### config.mk
export PLATFORM = sky130hd
export DESIGN_NAME = axi_slave_rd_ctrl_flat
export DESIGN_NICKNAME = d
export VERILOG_FILES = /design/src/rtl/axi_slave_rd_if.sv /design/src/rtl/axi_slave_rd_ctrl.sv /design/src/flat_wrapper.sv
export SDC_FILE = /design/constraint.sdc
export NUM_CORES = 1
export LEC_CHECK = 0
export BUFFER_PORTS_ARGS = -buffer_cell sky130_fd_sc_hd__buf_2
export CORE_ASPECT_RATIO = 0.7
export CORE_MARGIN = 3
export CORE_UTILIZATION = 59
export CTS_CLUSTER_DIAMETER = 120
export DETAILED_ROUTE_END_ITERATION = 6
export PLACE_DENSITY = 0.86
export SKIP_CTS_REPAIR_TIMING = 1
export SLEW_MARGIN = 20
export SYNTH_ARGS = -nofsm -noshare
export SYNTH_HDL_FRONTEND = slang
export SYNTH_SLANG_ARGS = --single-unit
### constraint.sdc
create_clock -name clk -period 3.2 [get_ports clk]
set_input_delay 0.16 -clock clk [delete_from_list [all_inputs] [get_ports clk]]
set_output_delay 0.16 -clock clk [all_outputs]
set_load 0.1 [all_outputs]
### src/rtl/axi_slave_rd_if.sv
// axi_slave_rd_if: AR/R channel plus the memory read port of the AXI slave read controller.
interface axi_slave_rd_if #(
  parameter int DATA_WIDTH = 64,
  parameter int ADDR_WIDTH = 8,
  parameter int ID_WIDTH = 4
);
  logic arvalid, arready;
  logic [ADDR_WIDTH-1:0] araddr;
  logic [7:0] arlen;
  logic [1:0] arburst;
  logic [ID_WIDTH-1:0] arid;
  logic rvalid, rready, rlast;
  logic [DATA_WIDTH-1:0] rdata;
  logic [1:0] rresp;
  logic [ID_WIDTH-1:0] rid;
  logic oen;
  logic [ADDR_WIDTH-1:0] add_rd;
  logic [DATA_WIDTH-1:0] dat_rd;
  modport master (
    output arvalid, araddr, arlen, arburst, arid, rready, dat_rd,
    input arready, rvalid, rdata, rresp, rlast, rid, oen, add_rd
  );
  modport slave (
    input arvalid, araddr, arlen, arburst, arid, rready, dat_rd,
    output arready, rvalid, rdata, rresp, rlast, rid, oen, add_rd
  );
endinterface

### src/rtl/axi_slave_rd_ctrl.sv
// axi_slave_rd_ctrl: AXI4 read controller, one burst at a time, 2-entry R buffer.
// WRAP bursts need AXI_RD_WRAP_EN; without it they are answered as SLVERR bursts.
module axi_slave_rd_ctrl #(
  parameter int DATA_WIDTH = 64,
  parameter int ADDR_WIDTH = 8,
  parameter int ID_WIDTH = 4
) (
  input logic clk,
  input logic rst_n,
  axi_slave_rd_if.slave s
);
  typedef enum logic {IDLE, BURST} state_t;
  state_t state;
  logic arready_q, ar_hs, err, issue, pop, wrap_ok, oen, rvalid;
  logic [1:0] burst, cnt, used;
  logic [7:0] left;
  logic [ADDR_WIDTH-1:0] addr, add_q, nxt_addr;
  logic [ID_WIDTH-1:0] id, inf_id;
  logic inf_v, inf_err, inf_last, wp, rp;
  logic [DATA_WIDTH-1:0] b_data [2];
  logic [1:0] b_resp [2];
  logic b_last [2];
  logic [ID_WIDTH-1:0] b_id [2];
`ifdef AXI_RD_WRAP_EN
  logic [ADDR_WIDTH-1:0] wmask;
  assign wrap_ok = s.arlen == 8'd1 || s.arlen == 8'd3 || s.arlen == 8'd7 || s.arlen == 8'd15;
  assign nxt_addr = burst == 2'b00 ? addr :
                    burst == 2'b10 ? (addr & ~wmask) | ((addr + ADDR_WIDTH'(1)) & wmask) :
                    addr + ADDR_WIDTH'(1);
`else
  assign wrap_ok = 1'b0;
  assign nxt_addr = burst == 2'b00 ? addr : addr + ADDR_WIDTH'(1);
`endif
  assign ar_hs = s.arvalid & arready_q;
  assign rvalid = cnt != 2'd0;
  assign pop = rvalid & s.rready;
  // The single read in flight plus buffered beats may never exceed the two buffer slots.
  assign used = cnt + {1'b0, inf_v};
  assign issue = state == BURST && (used < 2'd2 || pop);
  assign oen = issue & ~err;
  assign s.arready = arready_q;
  assign s.oen = oen;
  assign s.add_rd = oen ? addr : add_q;
  assign s.rvalid = rvalid;
  assign s.rdata = b_data[rp];
  assign s.rresp = b_resp[rp];
  assign s.rlast = b_last[rp];
  assign s.rid = b_id[rp];
  always_ff @(posedge clk or negedge rst_n)
    if (!rst_n) begin
      state <= IDLE;
      arready_q <= 1'b0;
      err <= 1'b0;
      burst <= 2'b00;
      left <= 8'd0;
      addr <= '0;
      add_q <= '0;
      id <= '0;
`ifdef AXI_RD_WRAP_EN
      wmask <= '0;
`endif
    end else if (state == IDLE) begin
      arready_q <= ~ar_hs;
      if (ar_hs) begin
        state <= BURST;
        addr <= s.araddr;
        left <= s.arlen;
        burst <= s.arburst;
        id <= s.arid;
        err <= s.arburst == 2'b11 || (s.arburst == 2'b10 && !wrap_ok);
`ifdef AXI_RD_WRAP_EN
        wmask <= ADDR_WIDTH'(s.arlen);
`endif
      end
    end else if (issue) begin
      addr <= nxt_addr;
      left <= left - 8'd1;
      if (oen) add_q <= addr;
      if (left == 8'd0) begin
        state <= IDLE;
        arready_q <= 1'b1;
      end
    end
  always_ff @(posedge clk or negedge rst_n)
    if (!rst_n) begin
      inf_v <= 1'b0;
      inf_err <= 1'b0;
      inf_last <= 1'b0;
      inf_id <= '0;
      wp <= 1'b0;
      rp <= 1'b0;
      cnt <= 2'd0;
      b_data <= '{default: '0};
      b_resp <= '{default: '0};
      b_last <= '{default: '0};
      b_id <= '{default: '0};
    end else begin
      inf_v <= issue;
      inf_err <= err;
      inf_last <= left == 8'd0;
      inf_id <= id;
      if (inf_v) begin
        b_data[wp] <= inf_err ? '0 : s.dat_rd;
        b_resp[wp] <= inf_err ? 2'b10 : 2'b00;
        b_last[wp] <= inf_last;
        b_id[wp] <= inf_id;
        wp <= ~wp;
      end
      if (pop) rp <= ~rp;
      cnt <= cnt + {1'b0, inf_v} - {1'b0, pop};
    end
endmodule

### src/flat_wrapper.sv
// flat-port wrapper written by rule: the top's interface ports become plain ports
module axi_slave_rd_ctrl_flat 
#(
  parameter int DATA_WIDTH = 64,
  parameter int ADDR_WIDTH = 8,
  parameter int ID_WIDTH = 4
)
  (clk, rst_n, s_arvalid, s_araddr, s_arlen, s_arburst, s_arid, s_rready, s_dat_rd, s_arready, s_rvalid, s_rdata, s_rresp, s_rlast, s_rid, s_oen, s_add_rd);
  axi_slave_rd_if #(.DATA_WIDTH(DATA_WIDTH), .ADDR_WIDTH(ADDR_WIDTH), .ID_WIDTH(ID_WIDTH)) s_i ();
  input logic clk;
  input logic rst_n;
  input wire logic [$bits(s_i.arvalid)-1:0] s_arvalid;
  input wire logic [$bits(s_i.araddr)-1:0] s_araddr;
  input wire logic [$bits(s_i.arlen)-1:0] s_arlen;
  input wire logic [$bits(s_i.arburst)-1:0] s_arburst;
  input wire logic [$bits(s_i.arid)-1:0] s_arid;
  input wire logic [$bits(s_i.rready)-1:0] s_rready;
  input wire logic [$bits(s_i.dat_rd)-1:0] s_dat_rd;
  output wire logic [$bits(s_i.arready)-1:0] s_arready;
  output wire logic [$bits(s_i.rvalid)-1:0] s_rvalid;
  output wire logic [$bits(s_i.rdata)-1:0] s_rdata;
  output wire logic [$bits(s_i.rresp)-1:0] s_rresp;
  output wire logic [$bits(s_i.rlast)-1:0] s_rlast;
  output wire logic [$bits(s_i.rid)-1:0] s_rid;
  output wire logic [$bits(s_i.oen)-1:0] s_oen;
  output wire logic [$bits(s_i.add_rd)-1:0] s_add_rd;
  assign s_i.arvalid = s_arvalid;
  assign s_i.araddr = s_araddr;
  assign s_i.arlen = s_arlen;
  assign s_i.arburst = s_arburst;
  assign s_i.arid = s_arid;
  assign s_i.rready = s_rready;
  assign s_i.dat_rd = s_dat_rd;
  assign s_arready = s_i.arready;
  assign s_rvalid = s_i.rvalid;
  assign s_rdata = s_i.rdata;
  assign s_rresp = s_i.rresp;
  assign s_rlast = s_i.rlast;
  assign s_rid = s_i.rid;
  assign s_oen = s_i.oen;
  assign s_add_rd = s_i.add_rd;
  axi_slave_rd_ctrl #(.DATA_WIDTH(DATA_WIDTH), .ADDR_WIDTH(ADDR_WIDTH), .ID_WIDTH(ID_WIDTH)) u_core (.clk(clk), .rst_n(rst_n), .s(s_i));
endmodule
# After elaboration in Yosys (flattened, before gate mapping)
# Index checks and enable logic that the tools add are counted.
# word_totals
register_bits	186
input_bits	90
out_inout_bits	82
wordCells	100
# classes
n_addsub	4
magnitude_cmp	4
n_eq_ne	5
n_mux	41
bitwise_logic	10
reduce_logical	13
# ops
op	count
two-way mux 64 bit	5
bitwise mux 128 bit	1
demux 64 bit (select 1 bit)	1
two-way mux 8 bit	8
two-way mux 4 bit	4
two-way mux 1 bit	11
two-way mux 2 bit	5
adder 8 x 1 -> 8 bit, second input constant	1
bitwise mux 8 bit	1
logical NOT 8 bit	1
AND reduction 2 bit	4
subtractor 8 x 1 -> 8 bit, second input constant	1
inequality test 2 bit, second input constant	3
inverter 1 bit	5
bitwise mux 4 bit	1
demux 4 bit (select 1 bit)	1
equality test 2 bit, second input constant	2
>= comparator 2 bit, second input constant	2
inverter 1 -> 2 bit	2
nonzero test 2 bit	2
bitwise AND 1 bit	3
AND reduction 3 bit	1
adder 2 x 1 -> 2 bit	1
bitwise mux 2 bit	1
8 further kinds	10

# Depth between registers and ports, before layout
# depth
depth_word	6
mapped_depth	7
depth_no_buf	6

# Worst setup path before layout
# Ideal clock, no wire load.
# synth_timing
kind	reg2reg
start	reg u_core.arready_q, in the netlist u_core.s.arready
end	reg u_core.addr[1]
setup_time_ps	125
arrival_ps	1991
required_ps	3075
slack_ps	1085
path_stages_with_launch	4
n_path_buf	0
synth_period_minus_slack_ps	2115
path_cell_list	dfrtp_1 nand3b_1 a21oi_4 mux2_2
# synth_via
elab_chain_cells	3
# synth_lines
element	line	rtl
start: declaration	axi_slave_rd_ctrl.sv:14	logic arready_q, ar_hs, err, issue, pop, wrap_ok, oen, rvalid;
start signal: assignment	axi_slave_rd_ctrl.sv:63	arready_q <= ~ar_hs;
bitwise AND 1 bit	axi_slave_rd_ctrl.sv:34	assign ar_hs = s.arvalid & arready_q;
nonzero test 2 bit (no source line)	--	
AND reduction 3 bit (no source line)	--	
end signal: assignment	axi_slave_rd_ctrl.sv:66	addr <= s.araddr;
end signal: assignment	axi_slave_rd_ctrl.sv:76	addr <= nxt_addr;
end: declaration	axi_slave_rd_ctrl.sv:17	logic [ADDR_WIDTH-1:0] addr, add_q, nxt_addr;
# Every way passes these cells.
# A chain may end at the register's enable or synchronous reset.

# Worst setup path after layout
# layout_timing
start	reg u_core.inf_v
end	out s_add_rd[5]
# layout_via
elab_chain_cells	6
# layout_lines
element	line	rtl
start: declaration	axi_slave_rd_ctrl.sv:19	logic inf_v, inf_err, inf_last, wp, rp;
start signal: assignment	axi_slave_rd_ctrl.sv:98	inf_v <= issue;
adder 2 x 1 -> 2 bit	axi_slave_rd_ctrl.sv:38	assign used = cnt + {1'b0, inf_v};
less-than comparator 2 bit	axi_slave_rd_ctrl.sv:39	assign issue = state == BURST && (used < 2'd2 || pop);
logical OR 1 bit	axi_slave_rd_ctrl.sv:39	
logical AND 1 bit	axi_slave_rd_ctrl.sv:39	
bitwise AND 1 bit	axi_slave_rd_ctrl.sv:40	assign oen = issue & ~err;
two-way mux 8 bit	axi_slave_rd_ctrl.sv:43	assign s.add_rd = oen ? addr : add_q;
end: declaration	flat_wrapper.sv:26	output wire logic [$bits(s_i.add_rd)-1:0] s_add_rd;
# Every way passes these cells.

==> results.toml <==
[final_layout]
antennaDiodeCount = 0
drive_gt1_share_pct = 33.2
synthToLayoutAreaGrowth_pct = 19.7
layout.nets = 1056

[yosys]
async_flop_share_pct = 100
synth_nets = 899
syn_avg_cell_area_um2 = 10.5
yosysUniqueCellTypes = 48
yosys-top-cells-area = "dfrtp_1 (55%), mux2_2 (12%), o21ai_0 (7.9%)"
dominantRegCellSynth = "dfrtp_1"
synth_cells = 804
synth_top_cell_area_share_pct = 54.8
seq_area_frac_synth_pct = 54.8
synth_top_area_cell = "dfrtp_1"
yosysWarnings = 0
synth_area_um2 = 8410
synth_edf_count = 0
synth-seq-cells = 184

[run]
cap_violations = 0

[clock_network]
clock-sinks = 184
cts.path.max_buffers = 2
cts_htree_levels = 4
cts.clk_slew.worst_paths_ns = 0.07
cts_buffers = 17
cts_tree = "yes"
clk_latency_ns = 0.42
cts-root-buf = "clkbuf_16"

[timing]
skew_ns = 0.0129
setup_tns_ns = 0
drv_slew = 0
max_slew_margin_pct = 30.4
finalCritPeriodShare_pct = 88.2
finalSetupViolCount = 0
fmax_mhz = 354
period_needed_ns = 2.82
rsz0062_at_grt = "false"
hold_viol_final = 0
max_slew.worst_pin.slew_ns = 1.04

[floorplan]
initial_core_util_pct = 62.1
dieArea_um2 = 15700
rows = 35
top_level_ports = 172
die_h_um = 106
die_x_um = 149
core_um2 = 13500

[detailed_routing]
routed_wl_um = 18700
route.vias.total = 6365
ant_nets = 0
drc = 0
wire_per_inst_um = 16.2
drt_iter0_drc = 365
first_pass_iters = 5
via_per_inst = 5.49

[setup_path]
worst-path-max-fanout = 17
startpoint_type = "flip-flop"
critPathCaptureType = "primary output"
path_class = "reg -> out"
cp.arrival_ns = 2.66
crit_required_ns = 3.04

[grt]
grt_max_degree = 109
grt_pass1_vias = 6171
overflow = 0
grt_pass1_wl_um = 30300
antenna_found_initial = 1
grtUsageTotal_pct = 24.0

[placed_design]
place_congestion = 0.778
dp_hpwl_um = 12100
portBuffers = 170

[min_path]
hold_class = "in -> reg"

[status]
status = "completed"
## kinds of logic (layout without fill, tap and decap cells)
logic type / count (synthesis) / count (layout) / synth area share (%)
compound gates: 171 / 171 / 11.5
xor+xnor: 4 / 4 / 0.417
fa+ha+maj: 5 / 5 / 0.744
buf+inv: 67 / 237 / 3.41
flops: 184 / 184 / 54.8
mux: 102 / 102 / 14.0
other cells: 1 / 1 / 0.0446
simple gates: 270 / 270 / 15.1
## stage by stage
step | util (%) | std cells | setup WS, ns | hold WS [ns] | instance area, um2
4_1_cts | 73.6 | 1149 | 0.353 | -0.135 | 9960
5_1_grt | 74.4 | 1159 | 0.232 | 0.00280 | 10100
6_report | 74.4 | 1159 | 0.376 | 0.00639 | 10100
3_3_place_gp | 69.4 | 1117 | 0.866 | 0.308 | 9390
3_5_place_dp | 69.4 | 1117 | 0.815 | 0.318 | 9390
2_1_floorplan | - | 804 | 1.08 | -0.136 | 8410
## flip-flops by register name (all words and copies together) (netlist names), 2 cells and up
name           flops
u_core.id          4
u_core.b_data    128
u_core.cnt         2
u_core.left        8
u_core.add_q       8
u_core.b_last      2
u_core.inf_id      4
u_core.b_resp      2
u_core.burst       2
u_core.b_id        8
u_core.addr        8
## layout by cell type, fill, tap and decap left out, types with 3 or more instances in the layout
cell type	n
dfrtp_1	183
buf_2	169
nand2_1	165
o21ai_0	133
mux2_2	91
nand2b_1	64
clkbuf_16	17
inv_1	13
nor2_1	12
dlygate4sd3_1	10
mux2_4	9
buf_4	9
nor3_1	8
a211oi_1	8
a21oi_1	7
ha_1	5
o211ai_1	4
clkinvlp_4	4
or2_2	3
a32oi_1	3
inv_6	3
inv_8	3
## routing by layer
layer / track usage, % / wire (um) / vias to the layer above / part of all wire, %
li1: - / - / 3059 / -
met2: 37.5 / 8740 / 223 / 47
met3: 5.97 / 1370 / 20 / 7.3
met5: 0 / 13 / - / 0.069
met1: 34.3 / 8420 / 3061 / 45
met4: 5.47 / 187 / 2 / 1.0
## final cells by class
| class | instances | area (um2) |
|---|---|---|
| Clock inverter | 13 | 138 |
| Fill cell | 919 | 3470 |
| Inverter | 14 | 53.8 |
| Timing Repair Buffer | 191 | 1060 |
| Multi-Input combinational cell | 553 | 3530 |
| Sequential cell | 184 | 4610 |
| Clock buffer | 19 | 433 |
| Tap cell | 185 | 231 |
## cell usage after synthesis, types with 3 or more instances
master	number
a211oi_1	8
a21oi_1	7
a32oi_1	3
buf_2	8
clkbuf_1	42
dfrtp_1	184
ha_1	5
inv_1	13
mux2_2	91
mux2_4	9
nand2_1	166
nand2b_1	65
nor2_1	12
nor3_1	8
o211ai_1	4
o21ai_0	133
or2_2	3
## worst max-delay path, cell delays in order (launching register included)
cell	delay (ns)
dfrtp_1	0.48
ha_1	0.32
nor3b_2	0.10
a211o_4	0.38
nor2_8	0.32
mux2_4	0.22
buf_2	0.41
## final timing paths
check	start	to	slack [ns]	cells past startpoint
hold reg to reg	u_core.id[0]	u_core.inf_id[0]	0.39	0
min in group asynchronous	rst_n	u_core.b_data[27]	0.41	2
max in group asynchronous	rst_n	u_core.b_data[119]	1.93	3
setup reg to reg	u_core.state	u_core.addr[6]	1.04	4
hold / removal	s_araddr[4]	u_core.addr[4]	0.006	3
setup / recovery	u_core.inf_v	s_add_rd[5]	0.38	6
Power is left out: the tool's default activity adds up to more than one toggle a clock period on the data nets, which glitch-free logic cannot reach.
